## config.mk

```make
export PLATFORM = sky130hd
export DESIGN_NAME = mux4_rr_arbiter
export DESIGN_NICKNAME = d
export VERILOG_FILES = /design/src/rtl/mux4_rr_arbiter.sv
export SDC_FILE = /design/constraint.sdc
export NUM_CORES = 1
export LEC_CHECK = 0
export CAP_MARGIN = 5
export CORE_AREA = 2 2 39 41
export CTS_BUF_LIST = sky130_fd_sc_hd__clkbuf_2 sky130_fd_sc_hd__clkbuf_4 sky130_fd_sc_hd__clkbuf_8
export CTS_CLUSTER_SIZE = 25
export DETAILED_ROUTE_END_ITERATION = 12
export DIE_AREA = 0 0 41 43
export PLACE_DENSITY = 0.8
export SETUP_SLACK_MARGIN = 0.05
export SYNTH_ARGS = -nofsm -noshare
export SYNTH_HDL_FRONTEND = slang
export SYNTH_SLANG_ARGS = --single-unit
```

## constraint.sdc

```tcl
create_clock -name clk -period 2.3 [get_ports clk]
set_clock_uncertainty 0.2 [all_clocks]
set_input_delay 0.575 -clock clk [delete_from_list [all_inputs] [get_ports clk]]
set_output_delay 0.575 -clock clk [all_outputs]
set_load 0.05 [all_outputs]
```

## src/rtl/mux4_rr_arbiter.sv

```systemverilog
// Registered round-robin arbiter that owns the select pair of a gate-level 4:1 mux.
// Define MUX_ARB_HOLD_EN to let a winner keep the mux for up to HOLD cycles.

module mux4_gate (
    input  logic s0,
    input  logic s1,
    input  logic s2,
    input  logic s3,
    input  logic x0,
    input  logic x1,
    output logic y
);
    logic nx0;
    logic nx1;
    logic t0;
    logic t1;
    logic t2;
    logic t3;

    assign nx0 = ~x0;
    assign nx1 = ~x1;
    assign t0  = nx1 & nx0 & s0;
    assign t1  = nx1 &  x0 & s1;
    assign t2  =  x1 & nx0 & s2;
    assign t3  =  x1 &  x0 & s3;
    assign y   = t0 | t1 | t2 | t3;
endmodule

module mux4_rr_arbiter #(
    parameter int HOLD = 4
) (
    input  logic       clk,
    input  logic       rst,
    input  logic [3:0] req,
    input  logic [3:0] d,
    output logic [3:0] gnt,
    output logic [1:0] sel,
    output logic       out,
    output logic       valid,
    output logic       busy
);
    typedef enum logic {
        IDLE  = 1'b0,
        GRANT = 1'b1
    } state_t;

    localparam logic [3:0] HOLD_LIM = 4'(HOLD);

    state_t     state;
    logic [1:0] last;
    logic [3:0] cnt;

    logic [1:0] search_ptr;
    logic       win_found;
    logic [1:0] win_idx;
    logic       release_now;
    logic       mux_y;

    // The mux sees the registered select, so its output pairs with the grant
    // issued on the previous edge.
    mux4_gate u_mux (
        .s0 (d[0]),
        .s1 (d[1]),
        .s2 (d[2]),
        .s3 (d[3]),
        .x0 (sel[0]),
        .x1 (sel[1]),
        .y  (mux_y)
    );

    // On a release edge the pointer becomes sel, so searching from sel
    // directly gives the same-edge re-arbitration result.
    assign search_ptr = (state == GRANT) ? sel : last;

    always_comb begin
        logic [1:0] cand;
        win_found = 1'b0;
        win_idx   = search_ptr;
        cand      = search_ptr;
        for (int k = 1; k <= 4; k++) begin
            cand = search_ptr + 2'(k);
            if (!win_found && req[cand]) begin
                win_found = 1'b1;
                win_idx   = cand;
            end
        end
    end

`ifdef MUX_ARB_HOLD_EN
    assign release_now = !req[sel] || (cnt >= HOLD_LIM);
`else
    assign release_now = 1'b1;
`endif

    assign busy = (state == GRANT);

    always_ff @(posedge clk or posedge rst) begin
        if (rst) begin
            state <= IDLE;
            gnt   <= 4'b0000;
            sel   <= 2'b00;
            out   <= 1'b0;
            valid <= 1'b0;
            last  <= 2'd3;
            cnt   <= 4'd0;
        end else begin
            case (state)
                IDLE: begin
                    valid <= 1'b0;
                    if (win_found) begin
                        state <= GRANT;
                        gnt   <= 4'b0001 << win_idx;
                        sel   <= win_idx;
                        cnt   <= 4'd1;
                    end else begin
                        gnt <= 4'b0000;
                    end
                end
                GRANT: begin
                    out   <= mux_y;
                    valid <= 1'b1;
                    if (release_now) begin
                        last <= sel;
                        if (win_found) begin
                            gnt <= 4'b0001 << win_idx;
                            sel <= win_idx;
                            cnt <= 4'd1;
                        end else begin
                            state <= IDLE;
                            gnt   <= 4'b0000;
                        end
                    end else if (cnt < HOLD_LIM) begin
                        cnt <= cnt + 4'd1;
                    end
                end
                default: begin
                    state <= IDLE;
                    gnt   <= 4'b0000;
                    valid <= 1'b0;
                end
            endcase
        end
    end
endmodule
```

==> results.toml, run 1 <==
[sta]
rsz0062_at_grt = "false"
whs_ps = 317
fin_crit_ps = 2190
hold_violations = 0
worst_pin_slew_ps = 506
clock.fmax_ghz = 0.457
tns_ps = 0
relSlewSlack_pct = 66.2
fin_crit_sh_pct = 95.2
setup_viol = 0
drv_slew = 0

[grt]
antenna_found_initial = 0
overflow = 0
grt_pass1_vias = 466
grt_max_degree = 12
grt_pass1_wl_um = 2000
groute.usage.overall_pct = 16.5

[worst_setup_path]
worst_r2r_path_depth = 4
r2r_end = "sel[0]"
reg2reg_from = "busy"
path_max_fanout = 2
endpoint = "out"
cp-startpoint = "out"
worst_ep_arrival_time_ps = 1410
worstSetupEndpointType = "primary output"
cp_top_family = "buffers and inverters"
cp-start-kind = "flip-flop"
r2r_setup_slack_ps = 510
cp_num_cells = 1
crit_chain = "clkdlybuf4s50_1"
required_ps = 1520
cp_slowest_stage_delay_ps = 800
critPathKind = "flip-flop to primary output"
crit_slowest_cell = "clkdlybuf4s50_1"
crit_buf_inv = 1

[route]
drt-total-wl_um = 1180
antenna_left = 0
dr_total_vias = 515
vias_per_cell = 5.42
drtPass1Iterations = 2
drt_iter0_drc = 7
drcViolationCount = 0
wl_per_cell_um = 12.4

[power_and_ir_drop]
p_seq_share_pct = 36.4
p_sw_uw = 319
max-vdd-ir-drop_mv = 0.423
pwr-share-clk_pct = 18.4
intPower_uw = 466
p_per_area_nw_per_um2 = 937
p_leak_nw = 0.351
switching_share_pct = 40.6
combPwrFrac_pct = 45.1

[yosys]
synthesis.area_um2 = 627
yosysUniqueCellTypes = 35
synth-main-ff-cell = "dfrtp_1"
synth-edff-count = 0
async_flop_share_pct = 100
syn_inst = 58
synth.top_cells.by_count = "dfrtp_1, a21oi_1, buf_4, nand2_1, o21ai_0"
syn-num-nets = 68
ys_ff_latch = 11
netlist.area_leader.share_pct = 35.9
yosysWarnings = 0
netlist.top_cell.by_area = "dfrtp_1"
syn_area_per_cell_um2 = 10.8
synth.most_common_cell = "dfrtp_1"
ys_seq_area_share_pct = 44.3
synth_top_cells_by_area = "dfrtp_1, dfstp_2, buf_4, mux2i_4, mux4_2"

[layout]
num_antenna_cells = 0
fillers = 123
area.growth.synth_to_final_pct = 33.7
multi_input_area_um2 = 292
seq_area_um2 = 278
nNetsFinal = 90
drive_gt1_share_pct = 27.8

[floorplanning]
dieArea_um2 = 1760
die-width_um = 41
rows = 14
die_y_um = 43
initial_core_util_pct = 45.3
core_um2 = 1380
io_pins = 19

[status]
status = "finished, final reports clean"

[worst_hold_path]
min_path_type = "flip-flop to flip-flop"

[clocking]
hold_buffers = 0
post_cts_buffers = 0
cts_buffers = 3
h-tree-depth = 1
clockBufferDepth = 2
clock-sinks = 11
clockRootBuffer = "clkbuf_4"
cts.clk_slew.worst_paths_ps = 70
cts-resized-gates = 0
cts_tree = "yes"
clock_latency_ps = 270

[place]
hpwl_um = 907
io_buffers = 18
place.gp.congestion = 0.899

[run]
cap_violations = 0
## power by group through the flow
stage,Combinational (mW),Clock [mW],Sequential (mW)
floorplan,0.198,0,0.353
global placement,0.352,0,0.290
detailed placement,0.355,0,0.290
CTS,0.356,0.143,0.286
global route,0.376,0.150,0.293
finish,0.354,0.145,0.286
## cells by family after synthesis
group	count (synthesis)	synth area share, %
AOI/OAI and AO/OA	17	18.4
muxes	4	11.2
buffers and inverters	8	9.18
DFF	11	44.3
and+or+nand+nor	18	17.0
## through the flow
stage	cells	area [um2]	power (mW)	utilization (%)	setup WS [ps]
2_1_floorplan	58	627	0.551	-	371
3_3_place_gp	91	808	0.642	58.4	241
3_5_place_dp	91	808	0.645	58.4	225
4_1_cts	95	838	0.785	60.6	110
5_1_grt	95	838	0.819	60.6	77.9
6_report	95	838	0.785	60.6	111
## placed cells by master (no fill, tap or decap)
master,count
a21boi_1,1
a21o_1,1
a21oi_1,4
a31oi_1,1
a32o_1,1
and2_1,1
and3_1,1
buf_4,7
clkbuf_4,4
clkdlybuf4s50_1,15
clkinv_4,1
dfrtp_1,9
dfstp_2,2
inv_1,1
inv_2,1
mux2_2,1
mux2i_2,1
mux2i_4,1
mux4_2,1
nand2_1,4
nand2_2,2
nand2b_1,1
nand3b_1,1
nor2_1,2
nor2b_1,2
nor3_1,1
nor3b_1,1
o211a_1,1
o21a_1,1
o21ai_0,3
o21ai_1,1
o221ai_1,1
o22a_1,1
o32ai_1,1
or3b_1,1
or4_4,1
## routing by layer
| metal | wire length [um] | up-vias | global-route usage, % |
|---|---|---|---|
| met5 | 0 | - | 0 |
| met4 | 26 | 0 | 10.0 |
| met3 | 60 | 5 | 1.57 |
| met2 | 534 | 17 | 22.8 |
| met1 | 553 | 241 | 24.1 |
| li1 | - | 252 | - |
## sequential cells by signal, summed over array words and instances, names as in the netlist
signal / flops
valid: 1
sel: 2
gnt: 4
busy: 1
last: 2
out: 1
## layout make-up
cell class,count,share of cell area (%)
sequential,11,33.1
multi-input combinational,39,34.8
tap,16,2.39
timing repair buffer,22,24.2
inverter,3,1.94
clock buffer,4,3.58
## worst min-delay path by stage
stage	start	endpoint	slack [ps]	cells after the start
6_report	out	out	320	1
5_1_grt	out	out	340	1
4_1_cts	out	out	320	1
3_5_place_dp	out	out	310	1
3_3_place_gp	out	out	290	1
2_1_floorplan	rst	busy	230	1
Note: power is estimated with default switching activity, not from simulation.
==> run 2, diff against run 1 <==
PLACE_DENSITY = 0.92   (was 0.8)
==> run 2 against run 1 <==
  * Sequential cell count is the same
  * Global-route usage grew 2.4 points
  * Register-to-register slack lost 40 ps
  * Die area is the same
  * Count of clock-buffer cells in the layout is the same
  * Via count grew 3.7%
  * Worst hold slack gained 4.7 ps
  * Highest routed layer unchanged
  * Clock power is essentially flat
  * Largest power group unchanged
  * Largest cell class unchanged
==> results.toml, run 2 (synthesis gave the netlist of run 1 again) <==
[status]
status = "finished, final reports clean"

[worst_setup_path]
worst_ep_arrival_time_ps = 1410
cp-start-kind = "flip-flop"
crit_buf_inv = 1
required_ps = 1520
crit_slowest_cell = "clkdlybuf4s50_1"
critPathKind = "flip-flop to primary output"
worstSetupEndpointType = "primary output"
cp_top_family = "buffers and inverters"
cp_slowest_stage_delay_ps = 800
path_max_fanout = 2
crit_chain = "clkdlybuf4s50_1"

[grt]
groute.usage.overall_pct = 19.0
grt_max_degree = 12
grt_pass1_wl_um = 2170
antenna_found_initial = 0
grt_pass1_vias = 522
overflow = 0

[sta]
rsz0062_at_grt = "false"
drv_slew = 0
fin_crit_ps = 2190
tns_ps = 0
clock.fmax_ghz = 0.457
hold_violations = 0
worst_pin_slew_ps = 494
relSlewSlack_pct = 67.0
setup_viol = 0
fin_crit_sh_pct = 95.1

[clocking]
hold_buffers = 0
h-tree-depth = 1
cts_buffers = 3
clockBufferDepth = 2
post_cts_buffers = 0
cts.clk_slew.worst_paths_ps = 70
clockRootBuffer = "clkbuf_4"
clock-sinks = 11
cts_tree = "yes"
clock_latency_ps = 270
cts-resized-gates = 0

[power_and_ir_drop]
pwr-share-clk_pct = 18.4
max-vdd-ir-drop_mv = 0.463
p_per_area_nw_per_um2 = 941
p_sw_uw = 322
combPwrFrac_pct = 45.5
p_seq_share_pct = 36.1
intPower_uw = 467
switching_share_pct = 40.8
p_leak_nw = 0.351

[place]
dp.cells = 91
hpwl_um = 1060
place.gp.congestion = 0.880
io_buffers = 18

[layout]
reg_top3 = "gnt x4, last x2, sel x2"
final_cell_mix = "clkdlybuf4s50_1, dfrtp_1, buf_4"
fillers = 109
nNetsFinal = 90
largest_reg_flops = 4
area.growth.synth_to_final_pct = 33.7
final-instance-count-excl-fill = 95
drive_gt1_share_pct = 27.8
final_common_cell = "clkdlybuf4s50_1"
regMostFlops = "gnt"
num_antenna_cells = 0

[floorplanning]
initial_core_util_pct = 45.3
io_pins = 19
rows = 14
die_y_um = 43
dieArea_um2 = 1760
core_um2 = 1380
die-width_um = 41

[route]
drcViolationCount = 0
drtPass1Iterations = 4
drt-total-wl_um = 1350
dr_total_vias = 534
vias_per_cell = 5.62
wl_per_cell_um = 14.2
antenna_left = 0
drt_iter0_drc = 12

[worst_hold_path]
min_path_type = "flip-flop to flip-flop"

[run]
cap_violations = 0
## run 2: cell counts in the layout (fill, tap and decap cells not counted)
Identical to the previous run, type by type.
## run 2: worst paths after layout
kind                       start       to  slack (ps)  cells past startpoint
max                          out      out         110                      1
max in group asynchronous    rst  last[1]        1190                      2
min in group asynchronous    rst   gnt[3]         390                      2
min reg2reg                  out      out         320                      1
min                          out      out         320                      1
max reg2reg                 busy   sel[0]         470                      4
## run 2: power by group through the flow
stage	Sequential [mW]	Combinational, mW	Clock [mW]
2_1_floorplan	0.353	0.198	0
3_3_place_gp	0.287	0.352	0
3_5_place_dp	0.290	0.359	0
4_1_cts	0.286	0.360	0.147
5_1_grt	0.292	0.383	0.159
6_report	0.284	0.359	0.145
## run 2: layout make-up
type                    count  area [um2]  area share [%]
repair buffers             22         203            24.2
inverters                   3        16.3            1.94
well taps                  16        20.0            2.39
clock buffers               4        30.0            3.58
flip-flops and latches     11         278            33.1
multi-input cells          39         292            34.8
## run 2: per-stage QoR
stage                     setup slack, ps  total power [mW]  utilization, %  cell area, um2  hold WS, ps
after floorplan                       371             0.551               -             627          226
after global placement                241             0.639            58.4             808          289
after detailed placement              218             0.650            58.4             808          317
after CTS                            99.0             0.793            60.6             838          333
after global routing                 68.0             0.833            60.6             838          347
final                                 112             0.789            60.6             838          322
## run 2: layer usage
| metal | global-route usage [%] | share of wire [%] |
|---|---|---|
| met1 | 22.6 | 41 |
| met2 | 29.7 | 51 |
| met3 | 1.57 | 5.9 |
| met4 | 14.0 | 2.2 |
| met5 | 0 | 0 |
